==> src/rtl/io_port_pkg.sv <==
// Shared definitions for the CPU I/O port peripherals.
// Holds the read-FSM state type and the default port width and depth.
package io_port_pkg;

  localparam int unsigned IO_WIDTH = 32;
  localparam int unsigned IO_DEPTH = 4;

  typedef enum logic {
    IDLE = 1'b0,
    HOLD = 1'b1
  } rd_state_e;

endpackage

==> src/rtl/io_fifo.sv <==
// Small synchronous FIFO with wrapping pointers and an occupancy counter.
// The caller must not push when full or pop when empty.
module io_fifo
  import io_port_pkg::*;
#(
  parameter int unsigned WIDTH = IO_WIDTH,
  parameter int unsigned DEPTH = IO_DEPTH,
  localparam int unsigned PTR_W = $clog2(DEPTH),
  localparam int unsigned CNT_W = PTR_W + 1
) (
  input  logic             clock,
  input  logic             clear,
  input  logic             push,
  input  logic             pop,
  input  logic [WIDTH-1:0] wr_data,
  output logic [WIDTH-1:0] rd_data,
  output logic [CNT_W-1:0] count,
  output logic             full,
  output logic             empty
);

  logic [WIDTH-1:0] mem_q [DEPTH];
  logic [WIDTH-1:0] mem_d [DEPTH];
  logic [PTR_W-1:0] wr_ptr_q, wr_ptr_d;
  logic [PTR_W-1:0] rd_ptr_q, rd_ptr_d;
  logic [CNT_W-1:0] count_q, count_d;

  always_comb begin
    mem_d    = mem_q;
    wr_ptr_d = wr_ptr_q;
    rd_ptr_d = rd_ptr_q;
    count_d  = count_q;
    if (push) begin
      mem_d[wr_ptr_q] = wr_data;
      wr_ptr_d        = wr_ptr_q + PTR_W'(1);
    end
    if (pop) begin
      rd_ptr_d = rd_ptr_q + PTR_W'(1);
    end
    // Simultaneous push and pop leave the occupancy unchanged.
    case ({push, pop})
      2'b10:   count_d = count_q + CNT_W'(1);
      2'b01:   count_d = count_q - CNT_W'(1);
      default: count_d = count_q;
    endcase
  end

  always_ff @(posedge clock) begin
    if (clear) begin
      wr_ptr_q <= '0;
      rd_ptr_q <= '0;
      count_q  <= '0;
    end else begin
      wr_ptr_q <= wr_ptr_d;
      rd_ptr_q <= rd_ptr_d;
      count_q  <= count_d;
    end
  end

  // Storage needs no reset; only valid entries are ever read out.
  always_ff @(posedge clock) begin
    mem_q <= mem_d;
  end

  assign rd_data = mem_q[rd_ptr_q];
  assign count   = count_q;
  assign full    = (count_q == CNT_W'(DEPTH));
  assign empty   = (count_q == CNT_W'(0));

endmodule

==> src/rtl/in_port_unit.sv <==
// Buffered input port: the device pushes words into a FIFO, and each CPU
// read strobe pops exactly one word onto the bus, however long it is held.
module in_port_unit
  import io_port_pkg::*;
#(
  parameter int unsigned WIDTH = IO_WIDTH,
  parameter int unsigned DEPTH = IO_DEPTH,
  localparam int unsigned CNT_W = $clog2(DEPTH) + 1
) (
  input  logic             clock,
  input  logic             clear,
  input  logic [WIDTH-1:0] dev_data,
  input  logic             dev_valid,
  output logic             dev_ready,
  input  logic             InPort_Out,
  output logic [WIDTH-1:0] bus_out,
  output logic             data_avail,
  output logic [CNT_W-1:0] count,
  output logic             underflow
);

  rd_state_e        state_q, state_d;
  logic [WIDTH-1:0] rd_hold_q, rd_hold_d;
  logic             underflow_q, underflow_d;

  logic             push_c;
  logic             pop_c;
  logic             rd_start_c;
  logic [WIDTH-1:0] fifo_rd_data;
  logic             fifo_full;
  logic             fifo_empty;

  io_fifo #(
    .WIDTH (WIDTH),
    .DEPTH (DEPTH)
  ) u_fifo (
    .clock   (clock),
    .clear   (clear),
    .push    (push_c),
    .pop     (pop_c),
    .wr_data (dev_data),
    .rd_data (fifo_rd_data),
    .count   (count),
    .full    (fifo_full),
    .empty   (fifo_empty)
  );

  assign dev_ready  = !fifo_full;
  assign data_avail = !fifo_empty;
  assign underflow  = underflow_q;
  assign push_c     = dev_valid && dev_ready;
  assign rd_start_c = (state_q == IDLE) && InPort_Out;
  assign pop_c      = rd_start_c && !fifo_empty;

  always_ff @(posedge clock) begin
    if (clear) begin
      state_q     <= IDLE;
      rd_hold_q   <= '0;
      underflow_q <= 1'b0;
    end else begin
      state_q     <= state_d;
      rd_hold_q   <= rd_hold_d;
      underflow_q <= underflow_d;
    end
  end

  always_comb begin
    state_d = state_q;
    case (state_q)
      IDLE:    if (InPort_Out) state_d = HOLD;
      HOLD:    if (!InPort_Out) state_d = IDLE;
      default: state_d = IDLE;
    endcase
  end

  // Read start latches the popped word (or zero on underflow) for the hold phase.
  always_comb begin
    rd_hold_d   = rd_hold_q;
    underflow_d = underflow_q;
    bus_out     = '0;
    if (rd_start_c) begin
      rd_hold_d   = fifo_empty ? '0 : fifo_rd_data;
      underflow_d = underflow_q || fifo_empty;
    end
    if (InPort_Out) begin
      if (state_q == IDLE) begin
        bus_out = fifo_empty ? '0 : fifo_rd_data;
      end else begin
        bus_out = rd_hold_q;
      end
    end
  end

endmodule

==> config.mk <==
export PLATFORM = sky130hd
export DESIGN_NAME = in_port_unit
export DESIGN_NICKNAME = d
export VERILOG_FILES = /design/src/rtl/io_port_pkg.sv /design/src/rtl/io_fifo.sv /design/src/rtl/in_port_unit.sv
export SDC_FILE = /design/constraint.sdc
export NUM_CORES = 1
export LEC_CHECK = 0
export CORE_MARGIN = 4
export CORE_UTILIZATION = 44
export DETAILED_ROUTE_END_ITERATION = 10
export PLACE_DENSITY = 0.71
export SYNTH_ARGS = -nofsm -noshare
export SYNTH_HDL_FRONTEND = slang
export SYNTH_SLANG_ARGS = --single-unit
==> constraint.sdc <==
create_clock -name clock -period 2.15 [get_ports clock]
set_clock_uncertainty 0.15 [all_clocks]
set_input_delay 0.43 -clock clock [delete_from_list [all_inputs] [get_ports clock]]
set_output_delay 0.43 -clock clock [all_outputs]
set_load 0.01 [all_outputs]
# [Word level (Yosys, flattened, before mapping)]
# Index checks and enable logic that the tools add are counted.
[word_totals] ff_bits=169 input_bits=36 out_inout_bits=38 wordCells=43
[classes] n_addsub=4 n_lt_le_gt_ge=3 n_eq_ne=3 mux=11 bitwise_logic=3 n_reduce_logical=9
[op_table] op="32-bit two-way mux" count=6
[op_table] op="128-bit bitwise mux" count=1
[op_table] op="32-bit binary-select mux with 2-bit select" count=1
[op_table] op="32-bit demux with 2-bit select" count=1
[op_table] op="3-bit greater-or-equal comparator (second input constant)" count=2
[op_table] op="2-bit NOT with 3-bit output" count=2
[op_table] op="3-bit one-hot mux with 2 select lines" count=1
[op_table] op="2-bit by 1-bit adder with 2-bit output (second input constant)" count=2
[op_table] op="1-bit logical AND" count=4
[op_table] op="3-bit by 1-bit adder with 3-bit output (second input constant)" count=1
[op_table] op="3-bit equality test (second input constant)" count=1
[op_table] op="3-bit logical NOT" count=1
[op_table] op="3-bit by 1-bit less-than comparator with 1-bit output (second input constant)" count=1
[op_table] op="3-bit by 1-bit subtractor with 3-bit output (second input constant)" count=1
[op_table] op="2-bit by 1-bit equality test with 1-bit output (second input constant)" count=1
[op_table] op="2-bit equality test (second input constant)" count=1
[op_table] op="1-bit logical NOT" count=2
[op_table] op="2-bit nonzero test" count=1
[op_table] op="1-bit logical OR" count=1
[op_table] op="1-bit two-way mux" count=1
[op_table] op="1-bit NOT" count=1

# [Longest topological paths before layout]
# Gate-level depths: netlist of the first run.
[depth] word_depth=7 mapped_depth=8

# [Cells and area by module]
# From an unflattened synthesis of the first run, not the netlist that was laid out.
[hier_totals] cells_unflattened=475 hier_area_um2=6981.7
[modules_own_cells] module="io_fifo" n_inst=1 cells_per_inst=211 area_each_um2=5056.1 seq_area_each_um2=3983.8
[modules_own_cells] module="in_port_unit" n_inst=1 cells_per_inst=264 area_each_um2=1925.6 seq_area_each_um2=680.7

# [Worst setup path before layout of the first run]
# No wires, ideal clock.
[synth_timing] path_kind="flip-flop to flip-flop" start="register u_fifo.count_q[0], in the netlist u_fifo.count[0]" end="register u_fifo.count_q[2], in the netlist u_fifo.count[2]" arrival_ns=2.114 t_required_ns=1.930 setup_slack_ns=-0.184 stages_incl_launch_ff=9 synth_period_minus_slack_ns=2.334 cell_sequence="dfxtp_1 > nor3_4 > nor2_1 > buf_2 > ha_1 > fa_1 > xnor2_1 > or3_1 > a21oi_1"
[synth_via] elab_chain_cells=5 word_cells_on_any_way=12 classes_between="2 x add/sub; 3 x eq/ne; 1 x mux; 6 x reduce/logical"
[synth_lines] element="start, declared" line_no="io_fifo.sv:26" text="logic [CNT_W-1:0] count_q, count_d;"
[synth_lines] element="start signal, assigned" line_no="io_fifo.sv:56" text="count_q <= count_d;"
[synth_lines] element="3-bit logical NOT *" line_no="io_fifo.sv:68" text="assign empty = (count_q == CNT_W'(0));"
[synth_lines] element="1-bit logical NOT *" line_no="in_port_unit.sv:53" text="assign pop_c = rd_start_c && !fifo_empty;"
[synth_lines] element="1-bit logical AND *" line_no="in_port_unit.sv:53"
[synth_lines] element="named net pop_c" line_no="in_port_unit.sv:27" text="logic pop_c;"
[synth_lines] element="2-bit by 1-bit equality test with 1-bit output / 2-bit equality test (equally long branches)" line_no="io_fifo.sv:41" text="case ({push, pop})"
[synth_lines] element="3-bit one-hot mux with 2 select lines / 2-bit nonzero test (equally long branches)"
# Mark *: on every way through the listed nets, which the timed path passes. The rest lies on a longest branch.
# A chain may end at the register's enable or synchronous reset.

# [Worst setup path after layout of the first run]
[layout_timing] start="register u_fifo.rd_ptr_q[0]" end="output bus_out[6]"
[layout_via] elab_chain_cells=7
[layout_lines] element="start, declared" line_no="io_fifo.sv:25" text="logic [PTR_W-1:0] rd_ptr_q, rd_ptr_d;"
[layout_lines] element="start signal, assigned" line_no="io_fifo.sv:55" text="rd_ptr_q <= rd_ptr_d;"
[layout_lines] element="2-bit NOT with 3-bit output (not written as such)" line_no="io_fifo.sv:65" text="assign rd_data = mem_q[rd_ptr_q];"
[layout_lines] element="32-bit binary-select mux with 2-bit select" line_no="io_fifo.sv:65"
[layout_lines] element="32-bit two-way mux (not written as such) (2 in a row)" line_no="io_fifo.sv:65"
[layout_lines] element="32-bit two-way mux" line_no="in_port_unit.sv:87" text="bus_out = fifo_empty ? '0 : fifo_rd_data;"
[layout_lines] element="32-bit two-way mux" line_no="in_port_unit.sv:86" text="if (state_q == IDLE) begin"
[layout_lines] element="32-bit two-way mux" line_no="in_port_unit.sv:85" text="if (InPort_Out) begin"
[layout_lines] element="end, declared" line_no="in_port_unit.sv:16" text="output logic [WIDTH-1:0] bus_out,"
# No other way between the ends. The select of a mux whose other input is x is not followed.

==> out/results.ini, run 1 <==
[detailed_routing]
final_antenna_net_count=0
drc_errors=0
dr.first_iter.drc_count=275
via_per_inst=5.508
num_vias=3624
avgRoutedWirePerCell_um=20.57
wirelength_um=13540
first_pass_iters=4

[clocking]
ctsLongestPathBuffers=2
root_buffer=clkbuf_16
clk_latency_ns=0.43
clk_pin_slew_ns=0.06
cts_tree=done
cts_buffers=17
htreeDepth=4
cts.sinks=169

[setup_path]
cp-startpoint=u_fifo.rd_ptr_q[0]
ff2ff_path_depth=9
end_kind=primary output
path_class=reg2out
worst-path-max-fanout=6
r2r-end=u_fifo.count[2]
startpoint_type=register
arrival_ns=1.97
r2r-start=u_fifo.count[1]
critical_path.endpoint=bus_out[6]
worstPathRequired_ns=1.57
r2r_slack_ns=-0.01

[place]
dp_hpwl_um=8580
place_congestion=0.6888
pre_cts_ws_ns=-0.5926
io_buffers=73
placed_area_um2=7727

[final_layout]
design_area_um2=8426
final_util_pct=59.77
area_growth_pct=31.16
drive_gt1_share_pct=36.27
nNetsFinal=507

[power_and_ir_drop]
power_frac_seq_pct=43.4
p_comb_share_pct=24.5
ir_drop_mv=0.6105
swShare_pct=24.87
power_mw=9.216
p_int_mw=6.924
power.leakage_nw=3.036
power_density_nw_per_um2=1094
p_sw_mw=2.292
clock_power_share_pct=32.1

[timing]
holdWs_ns=0.3278
finalMaxSlewViolations=0
layout_setup_ws_ns=-0.3971
rsz0062_at_grt=yes
period_share_pct=118.5
fmax_mhz=392.6
hold_viol_final=0
period_needed_ns=2.547
max-slew-margin-rel_pct=44.43
worst_slew_pin_slew_ns=0.8316
setup_violations=33

[flow_run]
cap_violations=0

[status]
violations=setup timing
status=complete, but fails checks

[synthesis]
synth_nets=377
yosysSeqAreaShare_pct=72.61
syn-cell-area_um2=6424
synthCells=335
ys_warn_count=0
yosysUniqueCellTypes=33
ys_ff_latch=169
syn_area_per_cell_um2=19.18

[grt]
grt_max_degree=33
overflow=0
grt.total_usage_pct=17.35
grt_pass1_vias=3803
antenna_found_initial=1
grt_pass1_wl_um=21130

[floorplanning]
die_height_um=128.8
floorplan.rows=43
start_util_pct=45.57
core_area_um2=14100
io_pins=74
die_w_um=128.8
dieArea_um2=16600

[min_path]
hold_path.class=reg2reg

==> metal layers <==
metal | part of all wire (%) | global-route usage [%]
met1 | 40 | 20.94
met2 | 52 | 29.39
met3 | 5.8 | 5.313
met4 | 1.6 | 6.547
met5 | 0 | 0
==> worst min-delay path by stage <==
stage          slack [ns]  cells after the start          start            end
6_report             0.33                      1  rd_hold_q[11]  rd_hold_q[11]
5_1_grt              0.34                      1  rd_hold_q[27]  rd_hold_q[27]
4_1_cts              0.33                      1  rd_hold_q[16]  rd_hold_q[16]
3_5_place_dp         0.31                      1  rd_hold_q[16]  rd_hold_q[16]
3_3_place_gp         0.31                      1   rd_hold_q[5]   rd_hold_q[5]
2_1_floorplan        0.29                      1  rd_hold_q[10]  rd_hold_q[10]
==> registers in the layout, summed over array words and instances (netlist names) <==
name	cells
rd_hold_q	32
u_fifo.count	3
u_fifo.rd_ptr_q	2
u_fifo.wr_ptr_q	2
state_q	1
underflow	1
u_fifo.mem_q	128
==> power groups by stage <==
stage	registers, mW	clock network, mW	logic (mW)
after floorplan	4.03	0	1.13
after global placement	4.03	0	1.99
after detailed placement	4.05	0	2.02
after CTS	4.00	2.99	2.26
after global routing	4.03	3.16	2.43
final	4.00	2.96	2.26
==> worst max-delay path, stage by stage (launching register included) <==
cell and delay (ns):
dfxtp_4 0.41, buf_12 0.15, buf_12 0.11, mux4_2 0.51
a22o_1 0.21, buf_2 0.15
==> cell usage in the layout, fill, tap and decap left out, types with 2 or more instances in the layout <==
master	Yosys	routed
bufinv_16	0	2
a21oi_1	6	5
edfxtp_1	128	128
nor2_1	5	3
clkbuf_16	0	17
dfxtp_1	41	36
clkinv_2	0	2
dfxtp_2	0	4
clkbuf_8	0	3
ha_1	5	4
o21ai_0	2	2
clkdlybuf4s50_1	0	39
nor2b_1	2	2
buf_4	0	34
clkinvlp_4	0	2
buf_12	1	18
inv_1	3	3
nor3_4	1	2
buf_8	0	2
buf_6	3	8
a22o_1	64	64
clkbuf_1	8	4
and3_2	0	4
a21o_1	2	2
mux4_2	29	32
buf_2	11	33
nor2_4	0	2
nand3_1	3	3
==> through the flow <==
stage,setup TNS [ns],cells
after detailed placement,-20.67,601
after global placement,-18.90,601
after floorplan,0,335
final,-10.88,658
after CTS,-12.05,652
after global routing,-13.20,658
==> timing repair <==
item / in CTS / in global routing
gates cloned: 1 / 0
buffers inserted: 19 / 6
gates resized for setup: 152 / 6
pin swaps: 14 / 11
hold buffers: 0 / 0
setup endpoints to repair: 36 / 35
==> cell usage after synthesis (all sizes together) <==
cell type	instances	area (µm²)
nand3	3	15.01
dfxtp	41	820.8
ha	5	62.56
or3	1	6.260
xnor2	1	8.760
edfxtp	128	3844
or3b	1	8.760
nor3	2	26.28
mux2i	1	10.01
o31ai	1	7.510
o21ai	2	10.01
and3	4	25.02
or4	1	7.510
a22o	64	560.5
buf	16	112.6
nor2b	2	12.51
nand2b	1	6.260
nor2	5	18.77
nand2	1	3.750
xor2	1	8.760
a21oi	6	30.03
and2	1	6.260
inv	4	15.01
fa	1	20.02
a21o	2	15.01
mux4	32	732.0
clkbuf	8	30.03
==> layout make-up <==
cell class | instances | area (µm²)
well taps | 180 | 225.2
repair buffers | 135 | 1296
fillers | 1043 | 5670
inverters | 4 | 15.01
flip-flops and latches | 169 | 4673
multi-input cells | 138 | 1638
clock inverters | 7 | 93.84
clock buffers | 24 | 481.7
diodes | 1 | 2.502
==> cell families after synthesis <==
logic type,count (synthesis),synth area share [%]
compound gates,75,9.700
xor+xnor,2,0.2727
fa+ha+maj,6,1.286
buf+inv,28,2.454
flops,169,72.61
mux,33,11.55
simple gates,22,2.123
No activity file was read; power rests on OpenSTA's default activity.
==> run 2, diff against run 1 <==
Settings changed: HOLD_SLACK_MARGIN set to 0.1.
==> results of run 2 <==
The final DEF is identical to that of run 1; final timing and power are the same.
